==> src/rtl/noc_alloc_pkg.sv <==
// Shared types and helpers for the NoC output-port allocator.
// Latency: n/a (types and pure functions only).
// Backpressure: n/a.
package noc_alloc_pkg;

    typedef enum logic [0:0] {
        ALLOC_IDLE   = 1'b0,
        ALLOC_LOCKED = 1'b1
    } alloc_state_t;

    // Width of a port index for n ports; never narrower than one bit.
    function automatic int idx_width(input int n);
        return (n > 1) ? $clog2(n) : 1;
    endfunction

    // Next port index after idx, wrapping back to 0 after port n-1.
    function automatic int wrap_inc(input int idx, input int n);
        return (idx + 1 >= n) ? 0 : idx + 1;
    endfunction

endpackage

==> src/rtl/rr_arbiter.sv <==
// Combinational round-robin pick: first eligible bit at or after rr_ptr, wrapping.
// Latency: zero cycles, no state.
// Backpressure: none; the caller decides whether the pick is used.
//
// Ports:
//   elig    - eligible requesters
//   rr_ptr  - highest-priority index for this pick
//   winner  - one-hot winner (all zero when nothing is eligible)
//   win_idx - binary index of the winner (0 when nothing is eligible)
//   any     - at least one requester is eligible
module rr_arbiter
    import noc_alloc_pkg::*;
#(
    parameter int N     = 5,
    parameter int IDX_W = idx_width(N)
) (
    input  logic [N-1:0]     elig,
    input  logic [IDX_W-1:0] rr_ptr,
    output logic [N-1:0]     winner,
    output logic [IDX_W-1:0] win_idx,
    output logic             any
);

    int w_pos;

    always_comb begin
        winner  = '0;
        win_idx = '0;
        any     = 1'b0;
        w_pos   = 0;
        // Walk the ports starting at rr_ptr; the first eligible one wins.
        for (int k = 0; k < N; k++) begin
            w_pos = (int'(rr_ptr) + k) % N;
            if (!any && elig[w_pos]) begin
                any             = 1'b1;
                winner[w_pos]   = 1'b1;
                win_idx         = IDX_W'(w_pos);
            end
        end
    end

endmodule

==> src/rtl/noc_output_allocator.sv <==
// Per-output switch allocator + credit counter: round-robin packet grant held until tail.
// Latency: request-to-grant zero cycles; credit return usable next cycle.
// Backpressure: no grant while credits_avail is 0; a locked owner that stops requesting stalls the output.
//
// Ports:
//   clk_noc, rst_noc_sync    - clock, synchronous active-high reset
//   req, req_is_tail         - per-input head flit request and its tail marker
//   disable_mask             - per-input forbidden turn (checked at allocation only)
//   credit_in                - downstream freed one slot
//   grant, grant_valid       - one-hot transfer this cycle and its OR
//   credits_avail, locked    - credit count and packet-in-progress flag
//   err_credit_overflow      - sticky overflow flag, built only with NOC_ALLOC_CREDIT_CHECK_EN
module noc_output_allocator
    import noc_alloc_pkg::*;
#(
    parameter int NUM_INPUTS        = 5,
    parameter int FLIT_BUFFER_DEPTH = 8,
    parameter int CREDIT_WIDTH      = $clog2(FLIT_BUFFER_DEPTH + 1)
) (
    input  logic                    clk_noc,
    input  logic                    rst_noc_sync,
    input  logic [NUM_INPUTS-1:0]   req,
    input  logic [NUM_INPUTS-1:0]   req_is_tail,
    input  logic [NUM_INPUTS-1:0]   disable_mask,
    input  logic                    credit_in,
    output logic [NUM_INPUTS-1:0]   grant,
    output logic                    grant_valid,
    output logic [CREDIT_WIDTH-1:0] credits_avail,
    output logic                    locked,
    output logic                    err_credit_overflow
);

    localparam int IDX_W = idx_width(NUM_INPUTS);
    localparam logic [CREDIT_WIDTH-1:0] CRED_MAX = CREDIT_WIDTH'(FLIT_BUFFER_DEPTH);

    alloc_state_t            r_state;
    logic [IDX_W-1:0]        r_owner;
    logic [IDX_W-1:0]        r_rr_ptr;
    logic [CREDIT_WIDTH-1:0] r_credits;

    logic [NUM_INPUTS-1:0]   w_elig;
    logic [NUM_INPUTS-1:0]   w_arb_onehot;
    logic [IDX_W-1:0]        w_arb_idx;
    logic                    w_arb_any;
    logic [NUM_INPUTS-1:0]   w_grant;
    logic [IDX_W-1:0]        w_sel_idx;
    logic                    w_has_credit;
    logic                    w_tail_xfer;
    logic                    w_overflow;

    assign w_elig = req & ~disable_mask;

    rr_arbiter #(
        .N     (NUM_INPUTS),
        .IDX_W (IDX_W)
    ) u_rr_arbiter (
        .elig    (w_elig),
        .rr_ptr  (r_rr_ptr),
        .winner  (w_arb_onehot),
        .win_idx (w_arb_idx),
        .any     (w_arb_any)
    );

    assign w_has_credit = (r_credits != '0);
    assign w_sel_idx    = (r_state == ALLOC_IDLE) ? w_arb_idx : r_owner;

    // Reset forces the grant low in the same cycle so no flit leaks out.
    always_comb begin
        w_grant = '0;
        if (!rst_noc_sync && w_has_credit) begin
            if (r_state == ALLOC_IDLE) begin
                w_grant = w_arb_onehot;
            end else if (req[r_owner]) begin
                // The mask is deliberately not applied here: a packet already
                // admitted must finish even if its turn is disabled mid-way.
                w_grant[r_owner] = 1'b1;
            end
        end
    end

    assign grant       = w_grant;
    assign grant_valid = |w_grant;
    assign w_tail_xfer = grant_valid && req_is_tail[w_sel_idx];
    // Credit returned into an already-full counter with nothing leaving.
    assign w_overflow  = credit_in && !grant_valid && (r_credits == CRED_MAX);

    always_ff @(posedge clk_noc) begin
        if (rst_noc_sync) begin
            r_state   <= ALLOC_IDLE;
            r_owner   <= '0;
            r_rr_ptr  <= '0;
            r_credits <= CRED_MAX;
        end else begin
            // Priority rotates per packet: only a tail transfer moves rr_ptr.
            if (w_tail_xfer) begin
                r_state  <= ALLOC_IDLE;
                r_rr_ptr <= IDX_W'(wrap_inc(int'(w_sel_idx), NUM_INPUTS));
            end else if (grant_valid && (r_state == ALLOC_IDLE)) begin
                r_state <= ALLOC_LOCKED;
                r_owner <= w_arb_idx;
            end

            // Saturate at full depth; otherwise a grant spends and a credit refills.
            if (!w_overflow) begin
                r_credits <= r_credits - CREDIT_WIDTH'(grant_valid)
                                       + CREDIT_WIDTH'(credit_in);
            end
        end
    end

    assign credits_avail = r_credits;
    assign locked        = (r_state == ALLOC_LOCKED);

`ifdef NOC_ALLOC_CREDIT_CHECK_EN
    logic r_err_credit_overflow;

    always_ff @(posedge clk_noc) begin
        if (rst_noc_sync) begin
            r_err_credit_overflow <= 1'b0;
        end else if (w_overflow) begin
            r_err_credit_overflow <= 1'b1;
        end
    end

    always_ff @(posedge clk_noc) begin
        if (!rst_noc_sync) begin
            assert (!w_overflow)
                else $error("noc_output_allocator: credit returned while counter full");
        end
    end

    assign err_credit_overflow = r_err_credit_overflow;
`else
    assign err_credit_overflow = 1'b0;
`endif

endmodule

==> config.mk <==
export PLATFORM = sky130hd
export DESIGN_NAME = noc_output_allocator
export DESIGN_NICKNAME = d
export VERILOG_FILES = /design/src/rtl/noc_alloc_pkg.sv /design/src/rtl/rr_arbiter.sv /design/src/rtl/noc_output_allocator.sv
export SDC_FILE = /design/constraint.sdc
export NUM_CORES = 1
export LEC_CHECK = 0
export CORE_MARGIN = 4
export CORE_UTILIZATION = 30
export DETAILED_ROUTE_END_ITERATION = 10
export GPL_ROUTABILITY_DRIVEN = 0
export PLACE_DENSITY = 0.47
export SETUP_SLACK_MARGIN = 0.3
export SLEW_MARGIN = 15
export SYNTH_ARGS = -nofsm -noshare
export SYNTH_HDL_FRONTEND = slang
export SYNTH_SLANG_ARGS = --single-unit
==> constraint.sdc <==
create_clock -name clk_noc -period 8 [get_ports clk_noc]
set_input_delay 1.2 -clock clk_noc [delete_from_list [all_inputs] [get_ports clk_noc]]
set_output_delay 1.2 -clock clk_noc [all_outputs]
set_load 0.05 [all_outputs]
==> reports/results.md, run 1 <==
## Yosys
* #FFs+latches synth: 11
* count of different cell masters after synthesis: 95
* Synth async-reset ratio: 0
* post-synth top area share: 0.111
* synthesized instance count: 505
* area of the mapped netlist: 3740 µm²
* synth warn: 0
* share of synthesized area occupied by flip-flops and latches: 0.0589
* top flip-flop cell by instance count after synthesis: sky130_fd_sc_hd__dfxtp_1
* post-synthesis average cell area: 7.40 µm²
* number of enable-type register cells in the synthesized netlist: 0
* biggest area contributors in the synthesized netlist: sky130_fd_sc_hd__ha_1, sky130_fd_sc_hd__dfxtp_1, sky130_fd_sc_hd__nand2_1, sky130_fd_sc_hd__a21oi_1, sky130_fd_sc_hd__nor2_1
* post-synth net total: 557
* cell type with the largest total area after synthesis: sky130_fd_sc_hd__ha_1

## Pwr
* part of the power in the clock network: 0.067
* part of the total power dissipated in sequential elements: 0.070
* combinational fraction of design power: 0.864
* Final Total Pwr: 1.44 mW
* Static Leak: 1.66 nW
* switching power: 820 µW
* Cell Pwr Density: 340 nW/µm²
* switching portion of total power: 0.569
* worst vdd rail ir drop: 0.000334 V
* internal portion of total power: 621 µW

## Critical path
* Worst Setup Path Type: reg2out
* register-to-register setup slack: 1.81 ns
* kind of end point of the critical path: output pin
* category of cells accounting for the largest share of critical-path delay: simple AND/OR/NAND/NOR gates
* cell with the most instances on the worst path: sky130_fd_sc_hd__inv_1
* slowest stage delay, CP: 0.70 ns
* number of buffers and inverters on the critical path: 6
* worst-path fanout max: 12
* Worst Reg2Reg Path Length in Cells: 25
* Arrival @ worst endpoint: 5.97 ns
* critical-path cell with the highest stage delay: sky130_fd_sc_hd__clkdlybuf4s50_1
* critical path depth: 20
* Data required, critical path: 6.80 ns
* startpoint type of the worst setup path: flop
* crit path cell chain: inv_1 -> ha_1 -> inv_1 -> ha_1 -> inv_1 -> ha_1 -> inv_1 -> ha_1 -> nor2b_1 -> o21a_1 -> or4_1 -> a211o_1 -> a22oi_4 -> or2_1 -> nor4_1 -> o41ai_2 -> nand3_1 -> nor2_2 -> inv_1 -> clkdlybuf4s50_1

## Drt
* Detailed Routing Iterations Pass 1: 5
* total DRC errors in the routed layout: 0
* Vias: 3950
* wire per inst: 17.8 µm
* Total Routed Length: 12300 µm
* Starting DRT DRC Count: 372
* vias per inst: 5.74
* antenna-violating nets left: 0

## Layout
* ANT cells: 0
* most frequent cells in the layout: sky130_fd_sc_hd__nand2_1, sky130_fd_sc_hd__a21oi_1, sky130_fd_sc_hd__ha_1
* Area growth, synth to finish: 13.4%
* commonest non-fill, non-tap cell in the layout: sky130_fd_sc_hd__nand2_1
* Net count, final: 573
* proportion of layout cells with a drive suffix above 1: 0.117

## Timing
* final-layout setup total negative slack: 0 ns
* achievable clock frequency: 139 MHz
* Max Transition Viols Final: 0
* transition time at the pin with the least slew margin: 0.804 ns
* part of the cycle the worst path needs: 0.897
* number of hold violations in the final report: 0
* final setup vio count: 0
* clk_skew: 0.00212 ns
* worst slew margin relative to its limit: 0.464
* time the final worst path needs with I/O delays and setup: 7.17 ns
* unrepaired setup endpoints after global routing: false

## Hold path
* class of the tightest hold or removal check: reg2reg
* cell count of the worst hold path: 2

## Global routing
* first-pass GRT wire length: 20000 µm
* vias in the first global route: 3843
* maximum number of pins on one net before global-route repair: 43
* overall fraction of global-route tracks in use: 0.168
* antenna violations before repair: 0
* grt ovf: 0

## Die
* Row Count: 40
* Die ar.: 14300 µm²
* initial standard-cell utilization of the core: 0.308
* die boundary height: 120 µm
* area of the core: 12100 µm²
* Die Width: 120 µm
* I/O pin total: 30

## Clock tree
* clk_lat worst skew: 0.24 ns
* TritonCTS clock tree: built
* clock tree root buffer cell: sky130_fd_sc_hd__clkbuf_16
* number of H-tree levels: 1
* clock edge transition at the registers on the reported setup and hold paths: 0.05 ns
* clock buffer depth: 2
* Post-CTS Repair Setup Buffers: 0
* total clock sinks: 11
* number of buffers created by CTS: 3
* post-cts hold buffer count: 0

## Job
* number of max-cap violations: 0

## Placed design
* quantity of I/O buffers inserted on ports: 28
* estimated wirelength of the detail-placed design: 9750 µm

## Status
* result of the run: complete, no violations

-- final timing paths --
kind	startpoint	endpoint
min reg2reg	r_rr_ptr[2]	r_rr_ptr[2]
max	r_rr_ptr[1]	grant_valid
max reg2reg	r_rr_ptr[1]	credits_avail[2]
min	r_rr_ptr[2]	r_rr_ptr[2]
-- flip-flops by register name (all words and copies together) (netlist names) --
register,flops
credits_avail,4
locked,1
r_owner,3
r_rr_ptr,3
-- routing by layer --
layer | vias to the layer above | part of all wire | global-route usage | wire length, µm
li1 | 1936 | - | - | -
met2 | 129 | 0.46 | 0.272 | 5660
met5 | - | 0 | 0 | 0
met1 | 1864 | 0.47 | 0.233 | 5770
met3 | 21 | 0.047 | 0.0259 | 575
met4 | 0 | 0.022 | 0.0472 | 274
-- kinds of logic after synthesis --
kind of cell | synth area share
other cells | 0.00100
xor+xnor | 0.0409
buf+inv | 0.0687
mux | 0.0640
simple gates | 0.308
flops | 0.0589
compound gates | 0.343
fa+ha+maj | 0.116
-- repair_timing --
action,4_1_cts,5_1_grt
setup endpoints to repair,0,1
resized for setup,0,3
hold endpoints to repair,0,0
-- worst min-delay path, delay by kind of cell, from the launching register on --
family	cells	cell delay (ns)
flops	1	0.33
mux	1	0.06
simple gates	1	0.07
-- cell usage after synthesis, types with 7 or more instances --
library cell and count:
sky130_fd_sc_hd__inv_1 30, sky130_fd_sc_hd__nor2b_1 13, sky130_fd_sc_hd__ha_1 33, sky130_fd_sc_hd__o21ai_0 17, sky130_fd_sc_hd__o21a_1 7, sky130_fd_sc_hd__dfxtp_1 11, sky130_fd_sc_hd__o211ai_1 8, sky130_fd_sc_hd__nor3_1 16
sky130_fd_sc_hd__nand3_1 14, sky130_fd_sc_hd__buf_2 11, sky130_fd_sc_hd__a211oi_1 13, sky130_fd_sc_hd__nor2_1 32, sky130_fd_sc_hd__mux2i_1 11, sky130_fd_sc_hd__o21ai_1 8, sky130_fd_sc_hd__nand2b_1 14, sky130_fd_sc_hd__xnor2_1 9
sky130_fd_sc_hd__nor4_1 12, sky130_fd_sc_hd__a21oi_1 32, sky130_fd_sc_hd__nand2_1 48
-- stage by stage --
stage | cell area [µm²] | util | hold WS, ns | std cells | worst slack [ns]
2_1_floorplan | 3740 | - | 0.629 | 505 | 1.89
3_3_place_gp | 4150 | 0.342 | 0.490 | 684 | 0.969
3_5_place_dp | 4150 | 0.342 | 0.503 | 684 | 0.877
4_1_cts | 4230 | 0.349 | 0.510 | 688 | 0.602
5_1_grt | 4240 | 0.350 | 0.541 | 688 | 0.302
6_report | 4240 | 0.350 | 0.504 | 688 | 0.826
-- layout make-up --
class / instances / area (µm²)
well taps: 168 / 210
clock buffers: 4 / 78.8
multi-input cells: 437 / 3270
flip-flops and latches: 11 / 221
repair buffers: 34 / 325
fillers: 1298 / 7880
inverters: 34 / 130
-- power groups by stage --
stage               clock [mW]  sequential [mW]  combinational (mW)
floorplan                    0            0.123               0.947
detailed placement           0            0.101                1.23
global route            0.0996            0.104                1.37
CTS                     0.0968            0.100                1.24
global placement             0            0.101                1.22
finish                  0.0961            0.100                1.24
No activity file was read; power rests on OpenSTA's default activity.
==> run 2: changes to the inputs <==
Settings changed: CORE_UTILIZATION 30 to 40, CTS_CLUSTER_DIAMETER set to 60, PLACE_DENSITY 0.47 to 0.58.
==> run 2 against run 1 <==
Effect of this change: combinational power is essentially flat; register-to-register slack lost 0.42 ns; cell area shrank 3.0%; maximum frequency grew 1.5%; die area shrank 23%.
==> reports/results.md, run 2 (same netlist as run 1, synthesis figures left out) <==
## Layout
* flip-flop count of the largest register, all copies and words added: 4, unchanged
* FILL cells: 948, -27%
* utilization of the core after routing: 0.449, +0.0990
* proportion of layout cells with a drive suffix above 1: 0.110, -0.00727
* footprint of the multi-input gates: 3260 µm², -0.15%
* FF+latch area: 220 µm², -0.56%
* Area growth, synth to finish: 9.91%
* Net count, final: 571, -0.35%
* ANT cells: 0, unchanged
* post-route standard cell area excluding fillers: 4110 µm², -3.0%
* commonest non-fill, non-tap cell in the layout: sky130_fd_sc_hd__nand2_1
* most frequent cells in the layout: sky130_fd_sc_hd__nand2_1, sky130_fd_sc_hd__ha_1, sky130_fd_sc_hd__nor2_1, sky130_fd_sc_hd__a21oi_1, sky130_fd_sc_hd__inv_1

## Drt
* vias per inst: 6.31, +9.9%
* Vias: 3970, +0.51%
* antenna-violating nets left: 0, unchanged
* Detailed Routing Iterations Pass 1: 5, unchanged
* Starting DRT DRC Count: 222, -40%
* total DRC errors in the routed layout: 0, unchanged
* wire per inst: 18.3 µm, +2.7%
* Total Routed Length: 11500 µm, -6.1%

## Timing
* crit path setup slack, layout: 0.934 ns, +0.108 ns
* final setup vio count: 0, unchanged
* number of hold violations in the final report: 0, unchanged
* time the final worst path needs with I/O delays and setup: 7.07 ns, -0.108 ns
* part of the cycle the worst path needs: 0.883, -0.0135
* final-layout setup total negative slack: 0 ns, unchanged
* worst slew margin relative to its limit: 0.446, -0.0172
* clk_skew: 0.00493 ns, +0.00280 ns
* achievable clock frequency: 142 MHz, +1.5%
* unrepaired setup endpoints after global routing: false
* Max Transition Viols Final: 0, unchanged
* transition time at the pin with the least slew margin: 0.830 ns, +0.0258 ns

## Die
* Die Width: 105 µm, -13%
* Row Count: 35, -13%
* die boundary height: 105 µm, -13%
* area of the core: 9150 µm², -24%
* I/O pin total: 30, unchanged
* initial standard-cell utilization of the core: 0.408, +0.0997
* Die ar.: 11000 µm², -23%

## Pwr
* combinational fraction of design power: 0.881, +0.017
* switching power: 805 µW, -1.8%
* Cell Pwr Density: 339 nW/µm², -0.49%
* Static Leak: 1.64 nW, -1.3%
* Final Total Pwr: 1.39 mW, -3.5%
* part of the total power dissipated in sequential elements: 0.077, +0.007
* worst vdd rail ir drop: 0.000275 V, -18%
* part of the power in the clock network: 0.043, -0.024
* switching portion of total power: 0.579, +0.0103
* internal portion of total power: 585 µW, -5.8%

## Clock tree
* total clock sinks: 11, unchanged
* Resize count post-CTS: 0, unchanged
* Post-CTS Repair Setup Buffers: 0, unchanged
* clock tree root buffer cell: sky130_fd_sc_hd__clkbuf_8
* TritonCTS clock tree: built
* clock buffer depth: 2, unchanged
* number of H-tree levels: 1, unchanged
* clk_lat worst skew: 0.24 ns, about the same
* number of buffers created by CTS: 3, unchanged
* clock edge transition at the registers on the reported setup and hold paths: 0.06 ns, about the same
* post-cts hold buffer count: 0, unchanged

## Placed design
* estimated wirelength of the detail-placed design: 9040 µm, -7.3%
* quantity of I/O buffers inserted on ports: 28, unchanged
* cell area reported after detailed placement: 4060 µm², -2.2%
* worst slack after detailed placement: 1.22 ns, +0.346 ns

## Critical path
* kind of end point of the critical path: output pin
* Data required, critical path: 6.80 ns, about the same
* startpoint type of the worst setup path: flop
* first element of the critical path: r_rr_ptr[1]
* R2R Path Start: r_rr_ptr[1]
* Worst Setup Path Type: reg2out
* Arrival @ worst endpoint: 5.87 ns, -0.10 ns
* worst-path fanout max: 19, +7

## Hold path
* class of the tightest hold or removal check: reg2reg
* hold wc startpoint: credits_avail[2]

## Global routing
* antenna violations before repair: 0, unchanged
* first-pass GRT wire length: 18900 µm, -5.2%
* vias in the first global route: 3679, -4.3%
* maximum number of pins on one net before global-route repair: 23, -47%
* grt ovf: 0, unchanged
* overall fraction of global-route tracks in use: 0.206, +0.0380

## Status
* result of the run: complete, no violations

## Job
* number of max-cap violations: 0, unchanged

==> run 2: changes by cell type in the layout (fill, tap and decap cells not counted), sizes merged <==
cell           change
clkdlybuf4s50      -1
buf                -1
==> run 2: worst max-delay path, cell delays in order, from the launching register on <==
cell,delay (ns)
sky130_fd_sc_hd__dfxtp_1,0.74
sky130_fd_sc_hd__inv_1,0.44
sky130_fd_sc_hd__ha_1,0.33
sky130_fd_sc_hd__inv_1,0.06
sky130_fd_sc_hd__ha_1,0.35
sky130_fd_sc_hd__inv_1,0.16
sky130_fd_sc_hd__ha_1,0.15
sky130_fd_sc_hd__inv_1,0.04
sky130_fd_sc_hd__ha_1,0.33
sky130_fd_sc_hd__nor2b_1,0.08
sky130_fd_sc_hd__o21a_1,0.16
sky130_fd_sc_hd__or4_1,0.42
sky130_fd_sc_hd__a211o_1,0.31
sky130_fd_sc_hd__a22oi_4,0.27
sky130_fd_sc_hd__or2_1,0.35
sky130_fd_sc_hd__nor4_1,0.09
sky130_fd_sc_hd__o31ai_1,0.34
sky130_fd_sc_hd__o311ai_1,0.28
sky130_fd_sc_hd__nor2_1,0.44
sky130_fd_sc_hd__inv_1,0.08
sky130_fd_sc_hd__buf_4,0.20
==> run 2: path summary, 6_finish.rpt <==
kind	to	slack (ns)	cells past startpoint
setup / recovery	grant_valid	0.93	20
hold / removal	credits_avail[2]	0.53	2
setup reg to reg	credits_avail[2]	1.39	25
hold reg to reg	credits_avail[2]	0.53	2
==> run 2: area by class of cell <==
type / instances / share of cell area
inverters: 34 / 0.0317
well taps: 111 / 0.0338
flip-flops and latches: 11 / 0.0536
repair buffers: 32 / 0.0750
clock buffers: 4 / 0.0110
multi-input cells: 437 / 0.795
==> run 2: per-layer routing <==
layer  up-vias  global-route usage  wire, µm  share of wire
met3        22              0.0167       526          0.046
met2       134               0.343      5340           0.46
met4         0              0.0722       335          0.029
li1       1939                   -         -              -
met5         -                   0         0              0
met1      1875               0.280      5320           0.46
==> run 2: power groups by stage <==
stage               combinational, mW  clock, mW  sequential, mW
finish                           1.22     0.0592           0.106
global route                     1.34     0.0630           0.110
CTS                              1.21     0.0607           0.106
detailed placement               1.21          0           0.107
global placement                 1.19          0           0.106
floorplan                       0.947          0           0.123
==> run 2: through the flow <==
step | hold slack, ns | instances
after floorplan | 0.629 | 505
after global placement | 0.501 | 625
after detailed placement | 0.526 | 625
after CTS | 0.539 | 629
after global routing | 0.585 | 629
final | 0.532 | 629
==> run 3: changes to the inputs <==
Settings changed: SKIP_CTS_REPAIR_TIMING set to 1.
==> results of run 3 <==
No change in the layout: final DEF, timing and power equal those of run 2.
==> edit, RTL diff (flow settings as in run 2) <==
Register the output `credits_avail` once more, without a reset; this adds one clock of latency there. The other outputs are not delayed to match.
--- a/src/rtl/noc_output_allocator.sv
+++ b/src/rtl/noc_output_allocator.sv
@@ -108,7 +108,9 @@
         end
     end
 
-    assign credits_avail = r_credits;
+    always_ff @(posedge clk_noc) begin
+        credits_avail <= r_credits;
+    end
     assign locked        = (r_state == ALLOC_LOCKED);
 
 `ifdef NOC_ALLOC_CREDIT_CHECK_EN
Formal check against the unedited RTL: not equivalent (Yosys sat finds a counterexample within 4 cycles, from zero or initial values and one cycle with rst_noc_sync high).
==> edit against run 2 <==
Area after synthesis rose by 9.4%. First-iteration DRC count is 97% higher. Power rose by 53%. Critical endpoint unchanged. Largest cell class unchanged. Critical path depth stayed put. Combinational power grew 57%. Final area is 8.4% higher. Wire length is 26% higher. Fmax decreased by 1.9%. Sequential cell count is 4 higher. Setup slack worse by 140 ps.
==> edit: results (changes against run 2) <==
* Status: completed (unchanged)
* H-tree depth at 1 (unchanged)
* M2 GR Usage at 0.398 (was 0.343)
* Seq/Total Area, Yosys at 0.0734 (was 0.0589)
* Top cells by count, synth: 44 x a21oi_1, 40 x nor2_1, 34 x nand2_1 (was 48 x nand2_1, 33 x ha_1, 32 x a21oi_1, 32 x nor2_1, 30 x inv_1)
* Adder-Cell Fraction of Synth Area at 0.106 (was 0.116)
* Layout cells sized above 1 at 0.0951 (was 0.110)
* Worst clock skew at 7.07 ps (was 4.93 ps)
* Peak VDD IR at 0.000226 V (was 0.000275 V)
* First-pass GRT wire length at 23.0 mm (was 18.9 mm)
* GR Util All Layers at 0.244 (was 0.206)
* Met1 Resource Use GR at 0.324 (was 0.280)
* Clock latency at the later pin of the worst-skew pair at 260 ps (was 240 ps)
* Detailed placer's ending HPWL at 11.3 mm (was 9.04 mm)
* WL/cell at 20.8 um (was 18.3 um)
* Post-Synth XOR/XNOR Area at 0.0340 (was 0.0409)
* Worst slew margin at 0.300 (was 0.446)
* Initial DRC Count at 437 (was 222)
* WP data arrival at 6000 ps (was 5870 ps)
* Mux cell area share after synthesis at 0.0306 (was 0.0640)
* Post-synthesis net count at 614 (was 557)
* GRT met3 Usage at 0.0302 (was 0.0167)
* Lkg Pwr at 1.67 nW (was 1.64 nW)
* Vias per std cell at 6.70 (was 6.31)
* Vias in the first global route at 4420 (was 3679)
* Post_cts resized at 0 (unchanged)
* Synth top area cells: ha_1 10%, dfxtp_1 7.3%, a21oi_1 5.4%, nor2_1 3.7%, o21ai_0 3.5% (was ha_1 11%, dfxtp_1 5.9%, nand2_1 4.8%, a21oi_1 4.3%, nor2_1 3.2%)
* CP Max Fanout at 16 (was 19)
* Area share of the largest cell type after synthesis at 0.101 (was 0.111)
* CTS clk-pin slew, worst paths at 80 ps (was 60 ps)
[edit: area by class of cell]
cell class              count  area [um^2]
well taps                 133          166
multi-input cells         488         3510
repair buffers             34          325
clock buffers               3         41.3
fillers                   998         5410
clock inverters             1         5.00
inverters                  27          101
flip-flops and latches     15          302
[edit: power breakdown]
part	internal, W	total, W	switching [W]
logic	0.000704	0.00192	0.00122
clock network	0.0000347	0.0000703	0.0000356
registers	0.000103	0.000137	0.0000340
total	0.000842	0.00213	0.00129
[edit: layer usage]
metal  share of wire  routed length, um
met4           0.036                520
met5               0                  0
met3           0.063                920
met2            0.46               6720
met1            0.44               6380
[edit: worst max-delay path, cell delays in order (launching register included)]
cell and delay, ps:
dfxtp_2 420, inv_1 330, ha_1 270, inv_1 50
ha_1 480, clkinv_1 410, ha_1 340, inv_1 50
ha_1 260, nand2b_1 190, a2111oi_2 470, or4_4 240
a32oi_1 130, a2111o_1 450, nor2_1 270, or4_1 170
a31oi_1 100, nor4_1 370, nor3b_4 350, inv_2 180
buf_12 190
[edit: path summary, 6_finish.rpt]
kind / depth (start not counted) / slack, ps / startpoint / to
max: 20 / 800 / r_rr_ptr[1]$_SDFFE_PP0P_ / grant_valid
min: 0 / 360 / r_credits[2]$_SDFFE_PP0N_ / credits_avail[2]$_DFF_P_
max reg2reg: 26 / 1260 / r_rr_ptr[1]$_SDFFE_PP0P_ / r_credits[3]$_SDFFE_PP1N_
min reg2reg: 0 / 360 / r_credits[2]$_SDFFE_PP0N_ / credits_avail[2]$_DFF_P_
[edit: per-stage QoR]
stage	instance area, um^2	instances	setup slack [ps]	power, W
global placement	4400	697	1360	0.00199
floorplan	4090	562	1060	0.00157
detailed placement	4400	697	1140	0.00202
CTS	4450	701	797	0.00210
global route	4450	701	435	0.00231
finish	4450	701	796	0.00213
